--- config.mk ---
export PLATFORM = sky130hd
export DESIGN_NAME = elevator_request_scheduler
export DESIGN_NICKNAME = d
export VERILOG_FILES = /design/src/rtl/elevator_pkg.sv /design/src/rtl/elevator_request_scheduler_pending_search.sv /design/src/rtl/elevator_request_scheduler.sv
export SDC_FILE = /design/constraint.sdc
export NUM_CORES = 1
export LEC_CHECK = 0
export ABC_AREA = 1
export CAP_MARGIN = 20
export CORE_AREA = 5 5 162 148
export DETAILED_ROUTE_END_ITERATION = 8
export DIE_AREA = 0 0 167 153
export GPL_TIMING_DRIVEN = 0
export PLACE_DENSITY = 0.49
export SLEW_MARGIN = 20
export SYNTH_ARGS = -nofsm -noshare
export SYNTH_HDL_FRONTEND = slang
export SYNTH_SLANG_ARGS = --single-unit
--- constraint.sdc ---
create_clock -name clock -period 5.3 [get_ports clock]
set_input_delay 0.795 -clock clock [delete_from_list [all_inputs] [get_ports clock]]
set_output_delay 0.795 -clock clock [all_outputs]
set_load 0.02 [all_outputs]
--- src/rtl/elevator_pkg.sv ---
// Shared types and helpers for the elevator request scheduler.
// Optional served-stop counter in the scheduler top is enabled by SCHED_SERVED_COUNT_EN.
package elevator_pkg;

    localparam int FLOOR_W = 32;
    localparam logic [FLOOR_W-1:0] NO_FLOOR = '0;

    typedef enum logic [2:0] {
        ST_OFF   = 3'd0,
        ST_IDLE  = 3'd1,
        ST_UP    = 3'd2,
        ST_DOWN  = 3'd3,
        ST_SERVE = 3'd4
    } sched_state_t;

    // Floors are numbered from 1, so 0 is never a real floor.
    function automatic logic in_range(input logic [FLOOR_W-1:0] v, input int num_floors);
        return (v != NO_FLOOR) && (v <= FLOOR_W'(num_floors));
    endfunction

endpackage

--- src/rtl/elevator_request_scheduler_pending_search.sv ---
// Combinational search of the pending bitmap relative to the cabin position.
// An out-of-range position reports no requests anywhere.
module pending_search
    import elevator_pkg::*;
#(
    parameter int NUM_FLOORS = 8
) (
    input  logic [NUM_FLOORS-1:0] pending_i,
    input  logic [FLOOR_W-1:0]    position_i,
    output logic                  has_above_o,
    output logic                  has_below_o,
    output logic [FLOOR_W-1:0]    nearest_above_o,
    output logic [FLOOR_W-1:0]    nearest_below_o,
    output logic                  at_floor_o
);

    // Descending scan leaves the lowest floor above; ascending scan leaves the highest below.
    always_comb begin
        has_above_o     = 1'b0;
        has_below_o     = 1'b0;
        nearest_above_o = NO_FLOOR;
        nearest_below_o = NO_FLOOR;
        at_floor_o      = 1'b0;
        if (in_range(position_i, NUM_FLOORS)) begin
            for (int i = NUM_FLOORS - 1; i >= 0; i--) begin
                if (pending_i[i] && (FLOOR_W'(i + 1) > position_i)) begin
                    has_above_o     = 1'b1;
                    nearest_above_o = FLOOR_W'(i + 1);
                end
            end
            for (int i = 0; i < NUM_FLOORS; i++) begin
                if (pending_i[i] && (FLOOR_W'(i + 1) < position_i)) begin
                    has_below_o     = 1'b1;
                    nearest_below_o = FLOOR_W'(i + 1);
                end
                if (pending_i[i] && (FLOOR_W'(i + 1) == position_i)) begin
                    at_floor_o = 1'b1;
                end
            end
        end
    end

endmodule

--- src/rtl/elevator_request_scheduler.sv ---
// SCAN request scheduler: latches hall/cabin presses and steers the elevator controller.
// Define SCHED_SERVED_COUNT_EN to add the saturating served_count output.
module elevator_request_scheduler
    import elevator_pkg::*;
#(
    parameter int NUM_FLOORS   = 8,
    parameter int DWELL_CYCLES = 16
) (
    input  logic                  clock,
    input  logic                  reset,
    input  logic                  off_btn,
    input  logic [FLOOR_W-1:0]    position,
    input  logic [FLOOR_W-1:0]    floor_press_event,
    input  logic [FLOOR_W-1:0]    cabin_press_event,
    output logic [FLOOR_W-1:0]    target_floor,
    output logic                  target_valid,
    output logic                  dir_up,
    output logic                  serving,
`ifdef SCHED_SERVED_COUNT_EN
    output logic [15:0]           served_count,
`endif
    output logic [NUM_FLOORS-1:0] pending
);

    localparam int DWELL_W = $clog2(DWELL_CYCLES + 1);
    localparam logic [DWELL_W-1:0] DWELL_LOAD = DWELL_W'(DWELL_CYCLES);

    sched_state_t          state_q, state_d;
    logic [NUM_FLOORS-1:0] pending_q, pending_d, set_mask;
    logic [FLOOR_W-1:0]    target_q, target_d;
    logic [FLOOR_W-1:0]    dist_above, dist_below;
    logic                  valid_q, serving_q, dir_q, dir_d;
    logic [DWELL_W-1:0]    dwell_q, dwell_d;
    logic                  pos_ok, reload, enter_serve;
    logic                  has_above, has_below, at_floor;
    logic [FLOOR_W-1:0]    nearest_above, nearest_below;

    pending_search #(
        .NUM_FLOORS (NUM_FLOORS)
    ) u_search (
        .pending_i       (pending_q),
        .position_i      (position),
        .has_above_o     (has_above),
        .has_below_o     (has_below),
        .nearest_above_o (nearest_above),
        .nearest_below_o (nearest_below),
        .at_floor_o      (at_floor)
    );

    always_comb begin
        pos_ok = in_range(position, NUM_FLOORS);
        reload = (state_q == ST_SERVE) && pos_ok &&
                 ((floor_press_event == position) || (cabin_press_event == position));

        // A press for the floor being served only extends the dwell.
        set_mask = '0;
        for (int i = 0; i < NUM_FLOORS; i++) begin
            if ((floor_press_event == FLOOR_W'(i + 1)) || (cabin_press_event == FLOOR_W'(i + 1))) begin
                set_mask[i] = 1'b1;
            end
            if ((state_q == ST_SERVE) && (position == FLOOR_W'(i + 1))) begin
                set_mask[i] = 1'b0;
            end
        end

        dist_above  = nearest_above - position;
        dist_below  = position - nearest_below;
        state_d     = state_q;
        pending_d   = pending_q | set_mask;
        target_d    = NO_FLOOR;
        dir_d       = dir_q;
        dwell_d     = dwell_q;
        enter_serve = 1'b0;

        case (state_q)
            ST_IDLE: begin
                if (at_floor) begin
                    enter_serve = 1'b1;
                end else if (has_above && (!has_below || (dist_above <= dist_below))) begin
                    state_d  = ST_UP;
                    dir_d    = 1'b1;
                    target_d = nearest_above;
                end else if (has_below) begin
                    state_d  = ST_DOWN;
                    dir_d    = 1'b0;
                    target_d = nearest_below;
                end
            end
            ST_UP: begin
                if (!pos_ok) begin
                    target_d = target_q;
                end else if (at_floor) begin
                    enter_serve = 1'b1;
                end else if (has_above) begin
                    target_d = nearest_above;
                end else if (has_below) begin
                    state_d  = ST_DOWN;
                    dir_d    = 1'b0;
                    target_d = nearest_below;
                end else begin
                    state_d = ST_IDLE;
                end
            end
            ST_DOWN: begin
                if (!pos_ok) begin
                    target_d = target_q;
                end else if (at_floor) begin
                    enter_serve = 1'b1;
                end else if (has_below) begin
                    target_d = nearest_below;
                end else if (has_above) begin
                    state_d  = ST_UP;
                    dir_d    = 1'b1;
                    target_d = nearest_above;
                end else begin
                    state_d = ST_IDLE;
                end
            end
            ST_SERVE: begin
                if (reload) begin
                    dwell_d = DWELL_LOAD;
                end else if (dwell_q > DWELL_W'(1)) begin
                    dwell_d = dwell_q - DWELL_W'(1);
                end else begin
                    dwell_d = '0;
                    if (dir_q ? has_above : has_below) begin
                        state_d  = dir_q ? ST_UP : ST_DOWN;
                        target_d = dir_q ? nearest_above : nearest_below;
                    end else if (dir_q ? has_below : has_above) begin
                        dir_d    = ~dir_q;
                        state_d  = dir_q ? ST_DOWN : ST_UP;
                        target_d = dir_q ? nearest_below : nearest_above;
                    end else begin
                        state_d = ST_IDLE;
                    end
                end
            end
            ST_OFF: begin
                pending_d = '0;
                state_d   = ST_IDLE;
            end
            default: begin
                state_d = ST_IDLE;
            end
        endcase

        // Serving a floor wins over a same-cycle press for it.
        if (enter_serve) begin
            state_d  = ST_SERVE;
            dwell_d  = DWELL_LOAD;
            target_d = NO_FLOOR;
            for (int i = 0; i < NUM_FLOORS; i++) begin
                if (position == FLOOR_W'(i + 1)) begin
                    pending_d[i] = 1'b0;
                end
            end
        end

        if (off_btn) begin
            state_d   = ST_OFF;
            pending_d = '0;
            target_d  = NO_FLOOR;
            dwell_d   = '0;
        end
    end

    always_ff @(posedge clock or negedge reset) begin
        if (!reset) begin
            state_q   <= ST_IDLE;
            pending_q <= '0;
            target_q  <= NO_FLOOR;
            valid_q   <= 1'b0;
            serving_q <= 1'b0;
            dir_q     <= 1'b1;
            dwell_q   <= '0;
        end else begin
            state_q   <= state_d;
            pending_q <= pending_d;
            target_q  <= target_d;
            valid_q   <= (state_d == ST_UP) || (state_d == ST_DOWN);
            serving_q <= (state_d == ST_SERVE);
            dir_q     <= dir_d;
            dwell_q   <= dwell_d;
        end
    end

`ifdef SCHED_SERVED_COUNT_EN
    logic [15:0] served_q, served_d;

    always_comb begin
        served_d = served_q;
        if (off_btn) begin
            served_d = '0;
        end else if (enter_serve && (served_q != 16'hFFFF)) begin
            served_d = served_q + 16'd1;
        end
    end

    always_ff @(posedge clock or negedge reset) begin
        if (!reset) begin
            served_q <= '0;
        end else begin
            served_q <= served_d;
        end
    end

    assign served_count = served_q;
`endif

    assign target_floor = target_q;
    assign target_valid = valid_q;
    assign dir_up       = dir_q;
    assign serving      = serving_q;
    assign pending      = pending_q;

endmodule
# Word level (Yosys, flattened, before mapping)
# Index checks and enable logic that the tools add are counted.
[totals]
ff_bits = 51
input_bits = 99
out_inout_bits = 43
elab_cells = 277
[op_classes]
addsub = 3
magnitude_cmp = 19
n_eq_ne = 55
mux = 136
bitwise_logic = 2
n_reduce_logical = 55
[ops]
columns = ["operator", "n"]
rows = [
  ["32-bit 2-to-1 mux", 20],
  ["32-bit by 3-bit equality test with 1-bit output, second input constant", 12],
  ["32-bit by 2-bit equality test with 1-bit output, second input constant", 6],
  ["3-bit by 32-bit equality test with 1-bit output, first input constant", 4],
  ["3-bit by 32-bit greater-than comparator with 1-bit output, first input constant", 4],
  ["3-bit by 32-bit less-than comparator with 1-bit output, first input constant", 4],
  ["32-bit one-hot mux with 4 select lines", 1],
  ["32-bit by 1-bit equality test with 1-bit output, second input constant", 3],
  ["32-bit by 4-bit equality test with 1-bit output, second input constant", 3],
  ["1-bit 2-to-1 mux", 72],
  ["2-bit by 32-bit equality test with 1-bit output, first input constant", 2],
  ["32-bit equality test", 2],
  ["2-bit by 32-bit greater-than comparator with 1-bit output, first input constant", 2],
  ["2-bit by 32-bit less-than comparator with 1-bit output, first input constant", 2],
  ["32-bit subtractor", 2],
  ["3-bit 2-to-1 mux", 17],
  ["1-bit logical AND", 36],
  ["4-bit 2-to-1 mux", 9],
  ["1-bit by 32-bit equality test with 1-bit output, first input constant", 1],
  ["4-bit by 32-bit equality test with 1-bit output, first input constant", 1],
  ["1-bit by 32-bit greater-than comparator with 1-bit output, first input constant", 1],
  ["4-bit by 32-bit greater-than comparator with 1-bit output, first input constant", 1],
  ["32-bit <= comparator", 1],
  ["32-bit by 4-bit <= comparator with 1-bit output, second input constant", 1],
  ["27 further kinds", 63],
]

# Longest topological paths before layout
# Gate-level depths: netlist (run 1).
[depth]
ltp_word = 22
ltp_mapped = 45
ltp_nobuf = 44

# Modules after synthesis
# Synthesis (run 1) repeated with hierarchy kept, for this count alone.
[hier_totals]
cells_unflattened = 2049
area_unflattened_um2 = 11808.8
[modules_own_cells]
columns = ["module", "instances", "cells_per_inst", "area_each_um2", "seq_area_each_um2"]
rows = [
  ["elevator_request_scheduler", 1, 1838, 10608.9, 1278.7],
  ["pending_search", 1, 211, 1199.9, 0.0],
]

# Least setup slack after synthesis (run 1)
# OpenSTA, ideal clock, no wires.
[synth_path]
path_kind = "input -> register"
from = "input port position[29]"
to = "register target_q[1], in the netlist target_floor[1]"
setup_time_ns = 0.116
t_arrival_ns = 5.207
t_required_ns = 5.184
slack_ns = -0.023
path_stages = 44
path_buffers = 1
cell_sequence = "buf_4 nor2_4 nand2_4 nor2_4 nand2_8 nor2_8 nand2_1 nand2_2 nand2_1 nand2_1 nand2_1 nand2_1 nand2_1 nand2_1 nand2_1 inv_1 ha_1 inv_1 [... 8 more ...] ha_1 nand2_1 nor2_1 nand4_1 inv_1 nand2_1 inv_1 nand2_1 a21oi_1 nand2_4 nand3_1 nand2_1 nand3_1 nand3_1 nand2_1 nand2_1 nand2_1 nand2_1"
[synth_via]
elab_chain_cells = 20
elab_cells_between_ends = 134
cone_classes = "2 x add/sub; 18 x order compare; 12 x eq/ne; 69 x mux; 33 x reduce/logical"
[synth_lines]
columns = ["element", "line", "source"]
rows = [
  ["start, declared", "elevator_request_scheduler.sv:12", "input logic [FLOOR_W-1:0] position,"],
  ["4-bit by 32-bit greater-than comparator with 1-bit output or 1-bit by 32-bit less-than comparator with 1-bit output (tied branches)", "elevator_request_scheduler_pending_search.sv:26, elevator_request_scheduler_pending_search.sv:32", ""],
  ["1-bit logical AND (on tied branches)", "elevator_request_scheduler_pending_search.sv:26, elevator_request_scheduler_pending_search.sv:32", ""],
  ["4-bit 2-to-1 mux or 1-bit 2-to-1 mux (tied branches)", "elevator_request_scheduler_pending_search.sv:26, elevator_request_scheduler_pending_search.sv:32", ""],
  ["4-bit 2-to-1 mux or 2-bit 2-to-1 mux (tied branches) (2 in series)", "elevator_request_scheduler_pending_search.sv:26, elevator_request_scheduler_pending_search.sv:32", ""],
  ["4-bit 2-to-1 mux or 3-bit 2-to-1 mux (tied branches) (4 in series)", "elevator_request_scheduler_pending_search.sv:26, elevator_request_scheduler_pending_search.sv:32", ""],
  ["4-bit 2-to-1 mux (on tied branches)", "elevator_request_scheduler_pending_search.sv:26, elevator_request_scheduler_pending_search.sv:32", ""],
  ["32-bit 2-to-1 mux", "elevator_request_scheduler_pending_search.sv:24", "if (in_range(position_i, NUM_FLOORS)) begin"],
  ["32-bit subtractor (on tied branches)", "elevator_request_scheduler.sv:66, elevator_request_scheduler.sv:67", ""],
  ["32-bit <= comparator", "elevator_request_scheduler.sv:79", "end else if (has_above && (!has_below || (dist_above <= dist_below))) begin"],
  ["1-bit logical OR", "elevator_request_scheduler.sv:79", ""],
  ["1-bit logical AND", "elevator_request_scheduler.sv:79", ""],
  ["32-bit 2-to-1 mux", "elevator_request_scheduler.sv:79", ""],
  ["32-bit 2-to-1 mux", "elevator_request_scheduler.sv:77", "if (at_floor) begin"],
  ["32-bit one-hot mux with 4 select lines", "elevator_request_scheduler.sv:75", "case (state_q)"],
  ["32-bit 2-to-1 mux", "elevator_request_scheduler.sv:148", "if (enter_serve) begin"],
  ["32-bit 2-to-1 mux", "elevator_request_scheduler.sv:159", "if (off_btn) begin"],
  ["end signal, assigned", "elevator_request_scheduler.sv:179", "target_q <= target_d;"],
  ["end, declared", "elevator_request_scheduler.sv:30", "logic [FLOOR_W-1:0] target_q, target_d;"],
]
# Parallel ways exist; a longest one is shown, timed or not. The select of a mux whose other input is x is not followed.
# A chain may end at the register's enable or synchronous reset.

# Worst setup path after layout (run 1)
[layout_path]
from = "input port position[1]"
to = "register state_q[0]"
[layout_via]
elab_chain_cells = 20
elab_cells_between_ends = 129
cone_classes = "2 x add/sub; 18 x order compare; 10 x eq/ne; 67 x mux; 32 x reduce/logical"
[layout_lines]
columns = ["element", "line", "source"]
rows = [
  ["4-bit by 32-bit greater-than comparator with 1-bit output or 1-bit by 32-bit less-than comparator with 1-bit output (tied branches)", "elevator_request_scheduler_pending_search.sv:26, elevator_request_scheduler_pending_search.sv:32", ""],
  ["1-bit logical AND (on tied branches)", "elevator_request_scheduler_pending_search.sv:26, elevator_request_scheduler_pending_search.sv:32", ""],
  ["4-bit 2-to-1 mux or 1-bit 2-to-1 mux (tied branches)", "elevator_request_scheduler_pending_search.sv:26, elevator_request_scheduler_pending_search.sv:32", ""],
  ["4-bit 2-to-1 mux or 2-bit 2-to-1 mux (tied branches) (2 in series)", "elevator_request_scheduler_pending_search.sv:26, elevator_request_scheduler_pending_search.sv:32", ""],
  ["4-bit 2-to-1 mux or 3-bit 2-to-1 mux (tied branches) (4 in series)", "elevator_request_scheduler_pending_search.sv:26, elevator_request_scheduler_pending_search.sv:32", ""],
  ["4-bit 2-to-1 mux (on tied branches)", "elevator_request_scheduler_pending_search.sv:26, elevator_request_scheduler_pending_search.sv:32", ""],
  ["32-bit 2-to-1 mux", "elevator_request_scheduler_pending_search.sv:24", ""],
  ["32-bit subtractor (on tied branches)", "elevator_request_scheduler.sv:66, elevator_request_scheduler.sv:67", ""],
  ["32-bit <= comparator", "elevator_request_scheduler.sv:79", ""],
  ["1-bit logical OR", "elevator_request_scheduler.sv:79", ""],
  ["1-bit logical AND", "elevator_request_scheduler.sv:79", ""],
  ["3-bit 2-to-1 mux", "elevator_request_scheduler.sv:79", ""],
  ["3-bit 2-to-1 mux", "elevator_request_scheduler.sv:77", ""],
  ["3-bit one-hot mux with 4 select lines", "elevator_request_scheduler.sv:75", ""],
  ["3-bit 2-to-1 mux (*)", "elevator_request_scheduler.sv:148", ""],
  ["3-bit 2-to-1 mux (*)", "elevator_request_scheduler.sv:159", ""],
  ["named net state_d[0]", "elevator_request_scheduler.sv:28", "sched_state_t state_q, state_d;"],
  ["end signal, assigned", "elevator_request_scheduler.sv:177", "state_q <= state_d;"],
  ["end, declared", "elevator_request_scheduler.sv:28", ""],
]
# Mark *: on every way through the listed nets, which the timed path passes. The rest lies on a longest branch.

==> results of run 1 <==
timing repair:
| item | 4_1_cts | 5_1_grt |
|---|---|---|
| endpoints found under the setup margin | 6 | 6 |
| gates cloned | 0 | 0 |
| gates resized for setup | 196 | 75 |
| setup buffers | 80 | 29 |
| pin swaps | 78 | 66 |
| endpoints found under the hold margin | 0 | 0 |
layout by cell type, fill, tap and decap left out, types with 29 or more instances in the layout:
cell type	count
buf_4	137
nor2_1	78
nor2_4	41
xnor2_1	73
inv_1	87
clkdlybuf4s50_1	80
conb_1	29
nand2_2	34
xor2_1	46
a21oi_1	36
nand3_1	47
ha_1	35
nand4_1	39
nand2_1	181
cells by family (layout without fill, tap and decap cells):
group | after synthesis | in the layout | synth area share [%]
adders and majority gates | 44 | 44 | 8.66
and+or+nand+nor | 542 | 542 | 43.1
buffers and inverters | 181 | 382 | 14.1
AOI/OAI and AO/OA | 105 | 105 | 9.20
other | 2 | 29 | 0.115
DFF | 23 | 23 | 8.86
xor gates and xnor gates | 119 | 119 | 16.0
power groups by stage:
stage	logic, uW	registers (uW)	clock network [uW]
floorplan	248	180	0
finish	457	177	170
CTS	439	177	178
global placement	381	180	0
detailed placement	382	180	0
global route	499	177	186
flip-flops by register name, summed over array words and instances (netlist names):
name,count
dwell_q,5
dir_up,1
target_floor,4
state_q,3
pending,8
target_valid,1
serving,1
per-stage QoR:
stage | hold WS, ps | setup slack (ps) | instances | setup TNS (ps)
finish | 473 | -74.2 | 1541 | -110
detailed placement | 468 | -2010 | 1429 | -11540
floorplan | 499 | 22.6 | 1043 | 0
global placement | 470 | -2120 | 1429 | -12200
CTS | 482 | -2.97 | 1513 | -2.97
global route | 499 | -334 | 1541 | -1530
cells in the mapped netlist, drive strengths merged (2+ instances only):
| cell | n | area share (%) |
|---|---|---|
| a21oi | 44 | 3.5 |
| a31oi | 3 | 0.29 |
| and2 | 2 | 0.19 |
| buf | 58 | 7.0 |
| clkbuf | 3 | 0.17 |
| conb | 2 | 0.12 |
| dfrtp | 21 | 8.1 |
| dfstp | 2 | 0.81 |
| fa | 2 | 0.61 |
| ha | 42 | 8.1 |
| inv | 120 | 7.0 |
| nand2 | 235 | 16 |
| nand3 | 59 | 4.9 |
| nand4 | 40 | 3.9 |
| nor2 | 153 | 13 |
| nor3 | 29 | 2.3 |
| nor3b | 2 | 0.23 |
| nor4 | 17 | 1.8 |
| o211ai | 2 | 0.23 |
| o21a | 3 | 0.35 |
| o21ai | 39 | 3.1 |
| o21bai | 2 | 0.23 |
| o221ai | 3 | 0.40 |
| o31ai | 3 | 0.35 |
| o41ai | 2 | 0.27 |
| or2 | 3 | 0.33 |
| xnor2 | 73 | 9.8 |
| xor2 | 46 | 6.2 |
per-layer routing:
metal	global-route usage [%]	vias up	wire length (um)
met5	0	-	0
met4	2.06	0	295
li1	-	3718	-
met3	2.69	21	1590
met1	29.7	3498	12800
met2	29.1	240	11000
how the worst max path moves through the flow:
stage               depth (start not counted)          from               to  slack, ps
floorplan                                  37   position[9]  target_floor[1]         20
global placement                           37   position[1]  target_floor[0]      -2120
detailed placement                         37   position[1]  target_floor[0]      -2010
CTS                                        43  position[30]  target_floor[0]         -3
global route                               43   position[2]  target_floor[0]       -330
finish                                     39   position[1]       state_q[0]        -70
worst max-delay path, delay by kind of cell:
| family | cells | cell delay, ps |
|---|---|---|
| and+or+nand+nor | 24 | 2440 |
| buffers and inverters | 7 | 910 |
| adders and majority gates | 3 | 810 |
| AOI/OAI and AO/OA | 4 | 430 |
| xor gates and xnor gates | 1 | 140 |
final cells by class:
type	instances	share of cell area (%)
clock buffer	3	0.781
timing repair buffer	198	17.9
tap	297	3.87
sequential	23	6.02
buffer	60	6.24
inverter	120	5.08
clock inverter	1	0.0781
multi-input combinational	839	60.0
==> results.json, run 1 <==
{
  "sequentialPowerShare_pct": 22.0,
  "boundaryPins": 142,
  "gp_congestion": 0.917,
  "ys_types": 53,
  "vias": 7477,
  "overflow": 0,
  "initial_core_util_pct": 29.4,
  "first_pass_iters": 6,
  "die_y_um": 153,
  "p_per_area_nw_per_um2": 83.7,
  "p_sw_share_pct": 38.6,
  "clkPwrFrac_pct": 21.2,
  "synth_flop_cell": "dfrtp_1",
  "hold_start": "target_floor[3]",
  "gr-usage-all-layers_pct": 19.2,
  "hp-class": "flop to flop",
  "drive_above_1_share_pct": 32.2,
  "synthArstFlopShare_pct": 100,
  "cp-start-kind": "input port",
  "slowest_stage": "fa_2",
  "io_buffers": 89,
  "combPwrFrac_pct": 56.8,
  "fin_nets": 1388,
  "clk_latency_ps": 260,
  "relSlewSlack_pct": 21.8,
  "diodes": 0,
  "fin_area_sq_um": 9610,
  "crit_type": "input port to flop",
  "rrSetupSlack_ps": 590,
  "antenna_found_initial": 0,
  "clock-sinks": 23,
  "setup_viol_count_final": 3,
  "p_int_uw": 493,
  "tightest_slew_ps": 1160,
  "grt_pass1_wl_mm": 40.0,
  "crit_required_ps": 5490,
  "multiInputGateArea_sq_um": 5770,
  "finalCriticalPeriod_ps": 5370,
  "synth.ff_latch_count": 23,
  "end_kind": "flop",
  "total_leakage_power_uw": 0.00434,
  "report.final.hold_viol_count": 0,
  "wl_per_cell_um": 16.7,
  "violations": "negative setup slack",
  "cts_made_buffers": 3,
  "grt_max_degree": 24,
  "max_freq_mhz": 186,
  "num_rows": 52,
  "timing.rr.start": "pending[0]",
  "core_area_sq_um": 22200,
  "max_cap_violations": 0,
  "crit_fanout": 6,
  "slowest_delay_ps": 350,
  "yosysWarningCount": 0,
  "netlist_area_sq_um": 6530,
  "syn_inst": 1016,
  "clk_pin_slew_ps": 60,
  "dpl-instance-area_sq_um": 7890,
  "die_area_sq_um": 25600,
  "dp_hpwl_mm": 20.3,
  "fin_util_pct": 43.3,
  "peakVddDrop_mv": 0.106,
  "finalMaxSlewViolations": 0,
  "status": "complete, but fails checks",
  "cts_tree": "built",
  "clk_path_buf_depth": 2,
  "die_w_um": 167,
  "antenna_left": 0,
  "whs_endpoint": "target_floor[3]",
  "cts_hold_buf": 0,
  "cts_root_buf": "clkbuf_16",
  "rr_endpoint": "state_q[0]",
  "fillers": 2268,
  "drt-initial-drc-count": 561,
  "p_switching_uw": 311,
  "rsz0062_at_grt": "true",
  "fin_ws_ps": -74.2,
  "ys_seq_area_share_pct": 8.86,
  "vias_per_cell": 4.85,
  "htreeDepth": 1,
  "min_path_cells": 2,
  "finClkSkew_ps": 3.75,
  "power_uw": 804,
  "synth-edff-count": 0,
  "first_global_vias": 7213,
  "drc": 0,
  "syn_avg_cell_area_sq_um": 6.42,
  "syn_to_final_growth_pct": 47.2,
  "arrival_ps": 5560,
  "cp_common_cell": "nand2_1",
  "post-route-period-util_pct": 101,
  "final-seq-area_sq_um": 578,
  "reg2reg_depth": 34,
  "totalWireLength_mm": 25.7
}
Power figures use the tool's default switching activity.
==> run 2, diff against run 1 <==
- ABC_CLOCK_PERIOD_IN_PS: default -> 5300
- SKIP_LAST_GASP: default -> 1
==> results of run 2 <==
No change in the layout: final DEF, timing and power equal those of run 1.
==> run 3, diff against run 2 <==
- SETUP_SLACK_MARGIN: default -> 0.1
==> results.json, run 3 (synthesized netlist as in run 1, its figures left out) <==
{
  "total_leakage_power_uw": 0.00422,
  "arrival_ps": 5460,
  "grt_pass1_wl_mm": 39.0,
  "clk_path_buf_depth": 2,
  "drt-initial-drc-count": 490,
  "diodes": 0,
  "die_y_um": 153,
  "wl_per_cell_um": 16.3,
  "die_w_um": 167,
  "initial_core_util_pct": 29.4,
  "gp_congestion": 0.862,
  "clk_pin_slew_ps": 60,
  "p_per_area_nw_per_um2": 85.2,
  "mostFrequentLayoutCells": "186 x nand2_1, 118 x buf_4, 91 x inv_1",
  "status": "finished, final reports clean",
  "drive_above_1_share_pct": 29.2,
  "boundaryPins": 142,
  "hold_slack_ps": 481,
  "fin_nets": 1368,
  "first_pass_iters": 5,
  "setup_tns_ps": 0,
  "crit_required_ps": 5500,
  "cp_common_cell": "nand2_1",
  "grt_max_degree": 24,
  "antenna_found_initial": 0,
  "max_freq_mhz": 190,
  "die_area_sq_um": 25600,
  "dp_hpwl_mm": 20.1,
  "slowest_delay_ps": 390,
  "syn_to_final_growth_pct": 43.6,
  "dr_wl_met2_mm": 11.0,
  "finClkSkew_ps": 4.28,
  "clk_latency_ps": 260,
  "vias": 7246,
  "antenna_left": 0,
  "slowest_stage": "fa_2",
  "drc": 0,
  "vias_per_cell": 4.76,
  "setup_viol_count_final": 0,
  "report.final.hold_viol_count": 0,
  "clock-sinks": 23,
  "htreeDepth": 1,
  "core_area_sq_um": 22200,
  "gr-usage-all-layers_pct": 18.7,
  "cts_root_buf": "clkbuf_16",
  "num_rows": 52,
  "largest_reg_flops": 8,
  "top_layer": "met4",
  "final_common_cell": "nand2_1",
  "relSlewSlack_pct": 27.4,
  "io_buffers": 89,
  "overflow": 0,
  "post-route-period-util_pct": 99.2,
  "finalMaxSlewViolations": 0,
  "tightest_slew_ps": 1080,
  "wl_met3_mm": 1.47,
  "wl_met1_mm": 12.0,
  "end_kind": "flop",
  "rsz0062_at_grt": "true",
  "cp-start-kind": "input port",
  "crit_fanout": 6,
  "rrSetupSlack_ps": 650,
  "max_cap_violations": 0,
  "totalWireLength_mm": 24.8,
  "cts_made_buffers": 3,
  "hp-class": "flop to flop",
  "first_global_vias": 7180,
  "finalCriticalPeriod_ps": 5260,
  "crit_type": "input port to flop",
  "cts_tree": "built",
  "peakVddDrop_mv": 0.101
}
[run 3: changes by cell type in the layout (fill, tap and decap cells not counted), moves of 3 or more]
cell / delta
buf_8: +3
nor2_1: +8
buf_12: -3
nor2_2: -11
nor2_4: +3
inv_1: +4
nand2_1: +5
nand2_2: -8
buf_4: -19
[run 3: area by class of cell]
type,instances,area [sq um]
buffer,60,593
clock buffer,3,75.1
clock inverter,1,7.51
fill,2335,12800
inverter,120,480
multi-input combinational,839,5710
sequential,23,578
tap,297,372
timing repair buffer,178,1560
[run 3: power by group]
| part | switching [uW] | internal (uW) |
|---|---|---|
| logic | 238 | 213 |
| registers | 0.417 | 176 |
| clock network | 69.0 | 103 |
[run 3: worst max-delay path: cells and delay by family]
family	cells	cell delay [ps]
and+or+nand+nor	26	2760
buffers and inverters	6	780
adders and majority gates	2	680
AOI/OAI and AO/OA	2	260
xor gates and xnor gates	1	150
[run 3: routing by layer]
layer  track usage, %  up-vias
met1             27.7     3335
met2             29.6      224
met4             2.26        0
met3             2.82       20
met5                0        -
li1                 -     3667
[run 3: what timing repair did]
| action | in CTS | in global routing |
|---|---|---|
| gates cloned | 0 | 0 |
| hold buffers | 0 | 0 |
| endpoints found under the setup margin | 6 | 6 |
| pin swaps | 78 | 43 |
| resized for setup | 209 | 33 |
| setup buffers | 71 | 18 |
[run 3: path summary, 6_finish.rpt]
check                                start               to  depth (start not counted)
setup / recovery              position[10]  target_floor[0]                         37
hold / removal             target_floor[1]  target_floor[1]                          2
setup reg to reg                pending[0]  target_floor[0]                         37
hold reg to reg            target_floor[1]  target_floor[1]                          2
max in group asynchronous            reset       state_q[0]                          1
min in group asynchronous            reset  target_floor[2]                          1
[run 3: through the flow]
stage	std cells	worst slack [ps]	area [sq um]	util (%)	total power [uW]
4_1_cts	1504	67.9	9130	41.2	797
3_3_place_gp	1429	-1880	7910	35.7	561
2_1_floorplan	1043	121	6650	-	429
6_report	1521	40.9	9370	42.3	799
3_5_place_dp	1429	-1810	7910	35.6	563
5_1_grt	1521	-261	9370	42.3	856
